File: src/rtl/riscv_run_monitor_pkg.sv
// riscv_run_pkg: shared state encoding, default parameters and width helper
// for the run monitor.
// Contents:
//   state_t  - IDLE, RESET, RUN, CHECK, DONE
//   *_DEF    - default parameter values
//   idx_w()  - index width for n channels (never below 1)
package riscv_run_pkg;

    typedef enum logic [2:0] {IDLE, RESET, RUN, CHECK, DONE} state_t;

    localparam int XLEN_DEF         = 64;
    localparam int NUM_PROBES_DEF   = 4;
    localparam int RESET_CYCLES_DEF = 2;
    localparam int HALT_STABLE_DEF  = 3;
    localparam int TIMEOUT_DEF      = 1024;
    localparam int CNT_W_DEF        = 32;

    function automatic int idx_w(input int n);
        return (n > 1) ? $clog2(n) : 1;
    endfunction

endpackage

File: src/rtl/riscv_run_monitor_if.sv
// riscv_run_monitor_if: run-control and probe bus between a test harness and
// the run monitor.
// Signals:
//   start, pc, probe_val, expected, probe_mask      harness -> monitor
//   core_reset, busy, done, pass, timeout,
//   cycle_count, mismatch, fail_idx                 monitor -> harness
// Modports: master (harness side), slave (monitor side).
interface riscv_run_monitor_if import riscv_run_pkg::*; #(
    parameter int XLEN       = XLEN_DEF,
    parameter int NUM_PROBES = NUM_PROBES_DEF,
    parameter int CNT_W      = CNT_W_DEF
);
    localparam int IW = idx_w(NUM_PROBES);

    logic                       start;
    logic [XLEN-1:0]            pc;
    logic [NUM_PROBES*XLEN-1:0] probe_val;
    logic [NUM_PROBES*XLEN-1:0] expected;
    logic [NUM_PROBES-1:0]      probe_mask;
    logic                       core_reset;
    logic                       busy;
    logic                       done;
    logic                       pass;
    logic                       timeout;
    logic [CNT_W-1:0]           cycle_count;
    logic [NUM_PROBES-1:0]      mismatch;
    logic [IW-1:0]              fail_idx;

    modport master (
        output start, pc, probe_val, expected, probe_mask,
        input  core_reset, busy, done, pass, timeout, cycle_count, mismatch, fail_idx
    );

    modport slave (
        input  start, pc, probe_val, expected, probe_mask,
        output core_reset, busy, done, pass, timeout, cycle_count, mismatch, fail_idx
    );

endinterface

File: src/rtl/riscv_run_monitor_probe_compare.sv
// probe_compare: masked per-channel equality compare with a lowest-index
// priority encoder over the failing channels.
// Ports:
//   probe_val_i  packed probe values, channel i at [i*XLEN +: XLEN]
//   expected_i   packed expected values, same packing
//   mask_i       1 = channel is compared
//   mismatch_o   per-channel compare failure
//   fail_idx_o   lowest failing channel, 0 if none
module probe_compare import riscv_run_pkg::*; #(
    parameter int XLEN       = XLEN_DEF,
    parameter int NUM_PROBES = NUM_PROBES_DEF,
    localparam int IW        = idx_w(NUM_PROBES)
) (
    input  logic [NUM_PROBES*XLEN-1:0] probe_val_i,
    input  logic [NUM_PROBES*XLEN-1:0] expected_i,
    input  logic [NUM_PROBES-1:0]      mask_i,
    output logic [NUM_PROBES-1:0]      mismatch_o,
    output logic [IW-1:0]              fail_idx_o
);

    // Walk from the top channel down so the lowest failing index is written last.
    always_comb begin
        mismatch_o = '0;
        fail_idx_o = '0;
        for (int i = NUM_PROBES - 1; i >= 0; i--) begin
            mismatch_o[i] = mask_i[i] && (probe_val_i[i*XLEN +: XLEN] != expected_i[i*XLEN +: XLEN]);
            if (mismatch_o[i]) fail_idx_o = IW'(i);
        end
    end

endmodule

File: src/rtl/riscv_run_monitor.sv
// riscv_run_monitor: holds the core in reset, releases it, watches the PC for a
// self-loop halt or a timeout, then compares architectural probes once.
// Ports:
//   clk      system clock, rising edge
//   reset_n  asynchronous active-low reset
//   bus      riscv_run_monitor_if.slave (run request, PC, probes, results)
module riscv_run_monitor import riscv_run_pkg::*; #(
    parameter int XLEN         = XLEN_DEF,
    parameter int NUM_PROBES   = NUM_PROBES_DEF,
    parameter int RESET_CYCLES = RESET_CYCLES_DEF,
    parameter int HALT_STABLE  = HALT_STABLE_DEF,
    parameter int TIMEOUT      = TIMEOUT_DEF,
    parameter int CNT_W        = CNT_W_DEF
) (
    input logic              clk,
    input logic              reset_n,
    riscv_run_monitor_if.slave bus
);

    localparam int IW = idx_w(NUM_PROBES);
    localparam int RW = $clog2(RESET_CYCLES + 1);
    localparam int SW = $clog2(HALT_STABLE + 1);

    state_t                state_q, state_d;
    logic [RW-1:0]         rst_cnt_q, rst_cnt_d;
    logic [CNT_W-1:0]      cnt_q, cnt_d;
    logic [XLEN-1:0]       pc_q, pc_d;
    logic                  pc_valid_q, pc_valid_d;
    logic [SW-1:0]         stable_q, stable_d;
    logic                  timeout_q, timeout_d;
    logic                  pass_q, pass_d;
    logic [NUM_PROBES-1:0] mismatch_q, mismatch_d, cmp_mismatch;
    logic [IW-1:0]         fail_idx_q, fail_idx_d, cmp_idx;

    probe_compare #(.XLEN(XLEN), .NUM_PROBES(NUM_PROBES)) u_cmp (
        .probe_val_i (bus.probe_val),
        .expected_i  (bus.expected),
        .mask_i      (bus.probe_mask),
        .mismatch_o  (cmp_mismatch),
        .fail_idx_o  (cmp_idx)
    );

    always_ff @(posedge clk or negedge reset_n) begin
        if (!reset_n) begin
            state_q    <= IDLE;
            rst_cnt_q  <= '0;
            cnt_q      <= '0;
            pc_q       <= '0;
            pc_valid_q <= 1'b0;
            stable_q   <= '0;
            timeout_q  <= 1'b0;
            pass_q     <= 1'b0;
            mismatch_q <= '0;
            fail_idx_q <= '0;
        end else begin
            state_q    <= state_d;
            rst_cnt_q  <= rst_cnt_d;
            cnt_q      <= cnt_d;
            pc_q       <= pc_d;
            pc_valid_q <= pc_valid_d;
            stable_q   <= stable_d;
            timeout_q  <= timeout_d;
            pass_q     <= pass_d;
            mismatch_q <= mismatch_d;
            fail_idx_q <= fail_idx_d;
        end
    end

    always_comb begin
        state_d    = state_q;
        rst_cnt_d  = rst_cnt_q;
        cnt_d      = cnt_q;
        pc_d       = pc_q;
        pc_valid_d = pc_valid_q;
        stable_d   = stable_q;
        timeout_d  = timeout_q;
        pass_d     = pass_q;
        mismatch_d = mismatch_q;
        fail_idx_d = fail_idx_q;
        case (state_q)
            IDLE, DONE: begin
                if (bus.start) begin
                    state_d    = RESET;
                    rst_cnt_d  = '0;
                    cnt_d      = '0;
                    pc_valid_d = 1'b0;
                    stable_d   = '0;
                    timeout_d  = 1'b0;
                    pass_d     = 1'b0;
                    mismatch_d = '0;
                    fail_idx_d = '0;
                end
            end
            RESET: begin
                rst_cnt_d = rst_cnt_q + RW'(1);
                if (rst_cnt_q == RW'(RESET_CYCLES - 1)) state_d = RUN;
            end
            RUN: begin
                cnt_d      = cnt_q + CNT_W'(1);
                pc_d       = bus.pc;
                pc_valid_d = 1'b1;
                stable_d   = (pc_valid_q && bus.pc == pc_q) ? stable_q + SW'(1) : '0;
                // Halt is tested first so a coincident timeout is not reported.
                if (stable_d == SW'(HALT_STABLE)) begin
                    state_d = CHECK;
                end else if (cnt_d == CNT_W'(TIMEOUT)) begin
                    state_d   = CHECK;
                    timeout_d = 1'b1;
                end
            end
            CHECK: begin
                mismatch_d = cmp_mismatch;
                fail_idx_d = cmp_idx;
                pass_d     = !timeout_q && (cmp_mismatch == '0);
                state_d    = DONE;
            end
            default: state_d = IDLE;
        endcase
    end

    // Core runs only in RUN and CHECK, so probes are sampled from a live core.
    assign bus.core_reset  = !(state_q == RUN || state_q == CHECK);
    assign bus.busy        = state_q == RESET || state_q == RUN || state_q == CHECK;
    assign bus.done        = state_q == DONE;
    assign bus.pass        = pass_q;
    assign bus.timeout     = timeout_q;
    assign bus.cycle_count = cnt_q;
    assign bus.mismatch    = mismatch_q;
    assign bus.fail_idx    = fail_idx_q;

endmodule

File: src/flat_wrapper.sv
// flat-port wrapper written by rule: the top's interface ports become plain ports
module riscv_run_monitor_flat import riscv_run_pkg::*;
#(
    parameter int XLEN         = XLEN_DEF,
    parameter int NUM_PROBES   = NUM_PROBES_DEF,
    parameter int RESET_CYCLES = RESET_CYCLES_DEF,
    parameter int HALT_STABLE  = HALT_STABLE_DEF,
    parameter int TIMEOUT      = TIMEOUT_DEF,
    parameter int CNT_W        = CNT_W_DEF
)
  (clk, reset_n, bus_start, bus_pc, bus_probe_val, bus_expected, bus_probe_mask, bus_core_reset, bus_busy, bus_done, bus_pass, bus_timeout, bus_cycle_count, bus_mismatch, bus_fail_idx);
  riscv_run_monitor_if #(.XLEN(XLEN), .NUM_PROBES(NUM_PROBES), .CNT_W(CNT_W)) bus_i ();
  input logic clk;
  input logic reset_n;
  input wire logic [$bits(bus_i.start)-1:0] bus_start;
  input wire logic [$bits(bus_i.pc)-1:0] bus_pc;
  input wire logic [$bits(bus_i.probe_val)-1:0] bus_probe_val;
  input wire logic [$bits(bus_i.expected)-1:0] bus_expected;
  input wire logic [$bits(bus_i.probe_mask)-1:0] bus_probe_mask;
  output wire logic [$bits(bus_i.core_reset)-1:0] bus_core_reset;
  output wire logic [$bits(bus_i.busy)-1:0] bus_busy;
  output wire logic [$bits(bus_i.done)-1:0] bus_done;
  output wire logic [$bits(bus_i.pass)-1:0] bus_pass;
  output wire logic [$bits(bus_i.timeout)-1:0] bus_timeout;
  output wire logic [$bits(bus_i.cycle_count)-1:0] bus_cycle_count;
  output wire logic [$bits(bus_i.mismatch)-1:0] bus_mismatch;
  output wire logic [$bits(bus_i.fail_idx)-1:0] bus_fail_idx;
  assign bus_i.start = bus_start;
  assign bus_i.pc = bus_pc;
  assign bus_i.probe_val = bus_probe_val;
  assign bus_i.expected = bus_expected;
  assign bus_i.probe_mask = bus_probe_mask;
  assign bus_core_reset = bus_i.core_reset;
  assign bus_busy = bus_i.busy;
  assign bus_done = bus_i.done;
  assign bus_pass = bus_i.pass;
  assign bus_timeout = bus_i.timeout;
  assign bus_cycle_count = bus_i.cycle_count;
  assign bus_mismatch = bus_i.mismatch;
  assign bus_fail_idx = bus_i.fail_idx;
  riscv_run_monitor #(.XLEN(XLEN), .NUM_PROBES(NUM_PROBES), .RESET_CYCLES(RESET_CYCLES), .HALT_STABLE(HALT_STABLE), .TIMEOUT(TIMEOUT), .CNT_W(CNT_W)) u_core (.clk(clk), .reset_n(reset_n), .bus(bus_i));
endmodule
File: config.mk
export PLATFORM = sky130hd
export DESIGN_NAME = riscv_run_monitor_flat
export DESIGN_NICKNAME = d
export VERILOG_FILES = /design/src/rtl/riscv_run_monitor_pkg.sv /design/src/rtl/riscv_run_monitor_if.sv /design/src/rtl/riscv_run_monitor_probe_compare.sv /design/src/rtl/riscv_run_monitor.sv /design/src/flat_wrapper.sv
export SDC_FILE = /design/constraint.sdc
export NUM_CORES = 1
export LEC_CHECK = 0
export BUFFER_PORTS_ARGS = -buffer_cell sky130_fd_sc_hd__buf_2
export CAP_MARGIN = 5
export CORE_AREA = 2 2 244 246
export DETAILED_ROUTE_END_ITERATION = 8
export DIE_AREA = 0 0 246 248
export HOLD_SLACK_MARGIN = 0.15
export PLACE_DENSITY_LB_ADDON = 0.15
export REMOVE_ABC_BUFFERS = 1
export SLEW_MARGIN = 5
export SYNTH_ARGS = -nofsm -noshare
export SYNTH_HDL_FRONTEND = slang
export SYNTH_SLANG_ARGS = --single-unit
File: constraint.sdc
create_clock -name clk -period 2.9 [get_ports clk]
set_input_delay 0 -clock clk [delete_from_list [all_inputs] [get_ports clk]]
set_output_delay 0 -clock clk [all_outputs]
set_load 0.02 [all_outputs]
**After elaboration in Yosys (flattened, before gate mapping)**

Cells that the tools add are included.
Widths: inputs -> output; s select.

- Register bits: 112
- Bits of input ports: 583
- Output and inout port bits: 43
- Word-level logic and storage cells: 76

- $add $sub $neg: 3
- Equal/unequal tests: 17
- Multiplexer cells: 24
- Reductions and logical operators: 22

Operators by type and width:

| cell | count |
|---|---|
| $ne 64x64->1 | 4 |
| $eq 64x64->1 | 1 |
| $pmux 32 s2 | 1 |
| $add 32x1->32 const B | 1 |
| $eq 32x11->1 const B | 1 |
| $mux 32 | 1 |
| $mux 2 | 6 |
| $mux 3 | 4 |
| $pmux 2 s2 | 3 |
| $pmux 3 s4 | 1 |
| $pmux 4 s2 | 1 |
| $eq 3x2->1 const B | 2 |
| $logic_and 1x1->1 | 6 |
| $pmux 1 s2 | 3 |
| $reduce_and 2->1 | 3 |
| $reduce_bool 2->1 | 3 |
| $add 2x1->2 const B | 2 |
| $logic_not 4->1 | 1 |
| $mux 4 | 1 |
| $ne 2x1->1 const B | 2 |
| $ne 2x2->1 const B | 2 |
| $reduce_and 4->1 | 1 |
| $eq 3x1->1 const B | 1 |
| $eq 3x3->1 const B | 1 |
| other kinds (9) | 14 |

**Depth between registers and ports, before layout**

- Word-level depth: 7
- Mapped depth: 10
- Depth with buffers taken out: 9

**Hierarchy**

A second synthesis with hierarchy kept.

- Cells, all modules: 1,102
- Area total of the unflattened synthesis: 9,122.5 µm²

Modules (own cells, without submodules):

| module | times used | cells each | area an instance (µm²) | seq. area each (µm²) |
|---|---|---|---|---|
| riscv_run_monitor | 1 | 751 | 6,273.5 | 2,802.7 |
| probe_compare | 1 | 351 | 2,849.0 | 0.0 |

**Worst setup path after synthesis**

OpenSTA, ideal clock, no wires.

- Path kind: register -> register
- Start: register u_core.cnt_q[0] (netlist: u_core.bus.cycle_count[0])
- End: register u_core.timeout_q (netlist: u_core.bus.timeout)
- Arrival: 2.570 ns
- Required time: 2.823 ns
- Path slack: 0.253 ns
- Stages on the path, launching flop included: 11
- Buffers on the path: 1
- Path through: dfrtp_1 > ha_1 > buf_2 > nand4_2 > nor4_1 > nand3_1 > xnor2_1 > a2bb2oi_1 > nor4_1 > nand4_1 > o21ai_1

- Cells in the longest elaborated chain, start to end: 4

RTL lines:

| what | line | text |
|---|---|---|
| start, declared | riscv_run_monitor.sv:26 | `logic [CNT_W-1:0] cnt_q, cnt_d;` |
| start signal, assigned | riscv_run_monitor.sv:58 | `cnt_q <= cnt_d;` |
| $add 32x1->32 | riscv_run_monitor.sv:99 | `cnt_d = cnt_q + CNT_W'(1);` |
| $eq 32x11->1 | riscv_run_monitor.sv:106 | `end else if (cnt_d == CNT_W'(TIMEOUT)) begin` |
| $ne 2x1->1 (no line) | - |  |
| $reduce_and 4->1 (no line) | - |  |
| end signal, assigned | riscv_run_monitor.sv:62 | `timeout_q <= timeout_d;` |
| end, declared | riscv_run_monitor.sv:30 | `logic timeout_q, timeout_d;` |

No other way between the ends.
A chain may end at the register's enable or synchronous reset.

**Worst setup path in the final report**

- Start: register u_core.cnt_q[6] (netlist: u_core.bus.cycle_count[6])
- End: register u_core.timeout_q (netlist: u_core.bus.timeout)

Same word-level chain as after synthesis.

==> summary.md <==
| Metric | Value |
|---|---|
| Status | `finished, final reports clean` |
| Async set-reset flop share out of synthesis | `100%` |
| Design area | `14200 sq um` |
| Slowest cell on the critical path | `or4_4` |
| Synth Instances | `1074` |
| Gpl congestion | `1.04` |
| Nets | `2345` |
| CP max FO | `8` |
| Pwr dens | `481 nW/um^2` |
| Synth-to-layout area growth | `58.2%` |
| Final slew viol count | `0` |
| Area leader, netlist | `dfrtp_1` |
| Final period utilization | `91.5%` |
| Post-synth top area share | `31.3%` |
| Drt total wl | `55500 um` |
| Die height | `248 um` |
| Die ar. | `61000 sq um` |
| Starting Density | `15.3%` |
| Synthesized cell area | `8950 sq um` |
| Post-cts resize count | `0` |
| Post-synth EDFFs | `0` |
| Tightest Pin Transition | `1.17 ns` |
| P_sw | `2.57 mW` |
| FF-to-FF setup slack | `0.25 ns` |
| Syn Area/Cell | `8.34 sq um` |
| Post-DP Area | `13100 sq um` |
| I/O Buffers | `625` |
| Fin. Hold Viols | `0` |
| Drt drc | `0` |
| Initial DRT Pass Iterations | `5` |
| 1st-iter DRT viols | `538` |
| Core Region | `58500 sq um` |
| Routed WL per cell | `21.8 um` |
| Final setup vio count | `0` |
| Layout Utilization | `24.2%` |
| Max-cap viol count | `0` |
| F_max | `0.377 GHz` |
| Clock transition at path regs | `0.08 ns` |
| CTS root buffer | `clkbuf_16` |
| I/O pins | `626` |
| Hold Crit Class | `in -> async` |
| CTS Sinks | `112` |
| Count of cell types in the netlist | `60` |
| Antenna violations before repair | `48` |
| Vias post-DR | `10472` |
| Cell-internal power | `4.25 mW` |
| Row count | `89` |
| Crit path time final | `2.65 ns` |
| TritonCTS buffer count | `9` |
| Seq pwr share | `36.0%` |
| Fill count | `6510` |
| #FFs+latches synth | `112` |
| Clock Skews | `0.00781 ns` |
| CP peak stage delay | `0.56 ns` |
| Die Wd | `246 um` |
| Layout cells sized above 1 | `38.7%` |
| Req. time, crit path | `3.21 ns` |
| ANT nets after route | `0` |
| CP Cell Sequence | `nand4_2 > nor4_4 > nand3_4 > or4_4 > xnor2_1 > nor3_1 > nand4_1 > o21ai_1` |
| Startpoint Class | `flop` |
| Setup Crit Path Kind | `reg -> reg` |
| Clock buffer depth | `2` |
| Critical Path AT | `2.96 ns` |
| Clock Power Share | `22.5%` |
| Dominant synthesized flop cell | `dfrtp_1` |
| H-tree lvl count | `3` |
| Max VDD drop | `0.000336 V` |
| Gr usage total | `17.8%` |
| Drt via density | `4.10` |
| Largest net degree at the start of global routing | `92` |
| RSZ-0062 raised after global routing | `no` |
| Synth area leaders | `dfrtp_1 31%, xnor2_1 27%, nand2_1 8.9%, nand4_1 6.1%, xor2_1 3.8%` |
| Gr ovfl total | `0` |
| DP HPWL | `48400 um` |
| Top-count cell post-synth | `xnor2_1` |
| Skew-Pair Late Insertion Delay | `0.39 ns` |
| Synth cell count leaders | `281 x xnor2_1, 213 x nand2_1, 112 x dfrtp_1` |
| Seq/Total Area, Yosys | `31.3%` |
| Headroom to the max-slew limit | `22.3%` |
| Synth warn | `0` |
| Sw Share | `37.7%` |
| Vias in the first global route | `10714` |
| Element type at the critical path end | `flop` |
| CTS tree | `yes` |
| First-pass GRT wire length | `76500 um` |
| Combinational power share | `41.5%` |
| Leakage | `6.44 nW` |
## critical path: cells and delay by family, from the launching register on
kind            cells  cell delay (ns)
simple gates        6             1.79
xor+xnor            1             0.14
flops               1             0.49
compound gates      1             0.16
## what timing repair did
item | 4_1_cts | 5_1_grt
hold buffers | 70 | 0
buffers inserted | 0 | 0
endpoints found under the hold margin | 117 | 0
## registers in the layout, summed over array words and instances, names as in the netlist, 2 cells and up
name,flops
u_core.bus.cycle_count,32
u_core.bus.mismatch,4
u_core.bus.fail_idx,2
u_core.stable_q,2
u_core.rst_cnt_q,2
u_core.pc_q,64
u_core.state_q,3
## stage by stage
stage                     instances  hold WS [ns]  total power, mW  worst slack [ns]  setup TNS, ns
after floorplan                1030        -0.296             4.06           -0.0581        -0.0581
after global placement         2451        0.0441             5.25             0.256              0
after detailed placement       2451        0.0491             5.28             0.250              0
after CTS                      2537         0.157             6.96             0.234              0
after global routing           2547         0.184             7.39            0.0625              0
final                          2552         0.134             6.82             0.247              0
## per-layer routing
layer / part of all wire, % / vias to the layer above / global-route usage (%)
met5: 0.19 / - / 0
met4: 3.4 / 16 / 6.31
met3: 8.3 / 85 / 5.77
met2: 45 / 455 / 28.7
met1: 44 / 4833 / 22.1
li1: - / 5083 / -
## cell families (layout without fill, tap and decap cells)
family	count (synthesis)	after routing	synth area share, %
AOI/OAI and AO/OA	142	142	9.67
xor gates and xnor gates	320	320	31.3
buffers and inverters	61	751	2.70
other	0	15	0
muxes	4	4	0.461
adders and majority gates	3	3	0.419
and+or+nand+nor	432	432	24.2
DFF	112	112	31.3
## path summary, 6_finish.rpt
path / startpoint / to / depth (start not counted)
min in group clk: bus_expected[168] / u_core.bus.mismatch[2] / 7
max in group asynchronous: reset_n / u_core.bus.cycle_count[19] / 3
min: reset_n / u_core.pc_q[48] / 2
max reg2reg: u_core.bus.cycle_count[6] / u_core.bus.timeout / 8
max: u_core.bus.cycle_count[6] / u_core.bus.timeout / 8
min reg2reg: u_core.stable_q[1] / u_core.stable_q[1] / 1
## final cells by class
| type | count | area (sq um) | share of cell area, % |
|---|---|---|---|
| clock buffer | 9 | 225 | 1.59 |
| clock inverter | 7 | 119 | 0.839 |
| timing repair buffer | 718 | 4030 | 28.4 |
| inverter | 17 | 63.8 | 0.450 |
| sequential | 112 | 2800 | 19.8 |
| tap | 773 | 967 | 6.83 |
| antenna | 15 | 37.5 | 0.265 |
| multi-input combinational | 901 | 5920 | 41.8 |
## power groups by stage
stage,Combinational (mW),Sequential [mW],Clock [mW]
floorplan,1.59,2.47,0
global placement,2.77,2.47,0
detailed placement,2.79,2.48,0
CTS,2.88,2.46,1.62
global route,3.20,2.52,1.67
finish,2.83,2.46,1.53
## cells in the final DEF, fill, tap and decap left out, drive strengths merged, types with 8 or more instances in the layout
cell type,n
a21oi,17
a31oi,8
buf,648
clkbuf,9
dfrtp,112
diode,15
dlygate4sd3,70
inv,18
nand2,213
nand3,18
nand4,91
nor2,39
nor4,35
o21ai,70
o31ai,12
xnor2,281
xor2,39
Note: power is estimated with default switching activity, not from simulation.
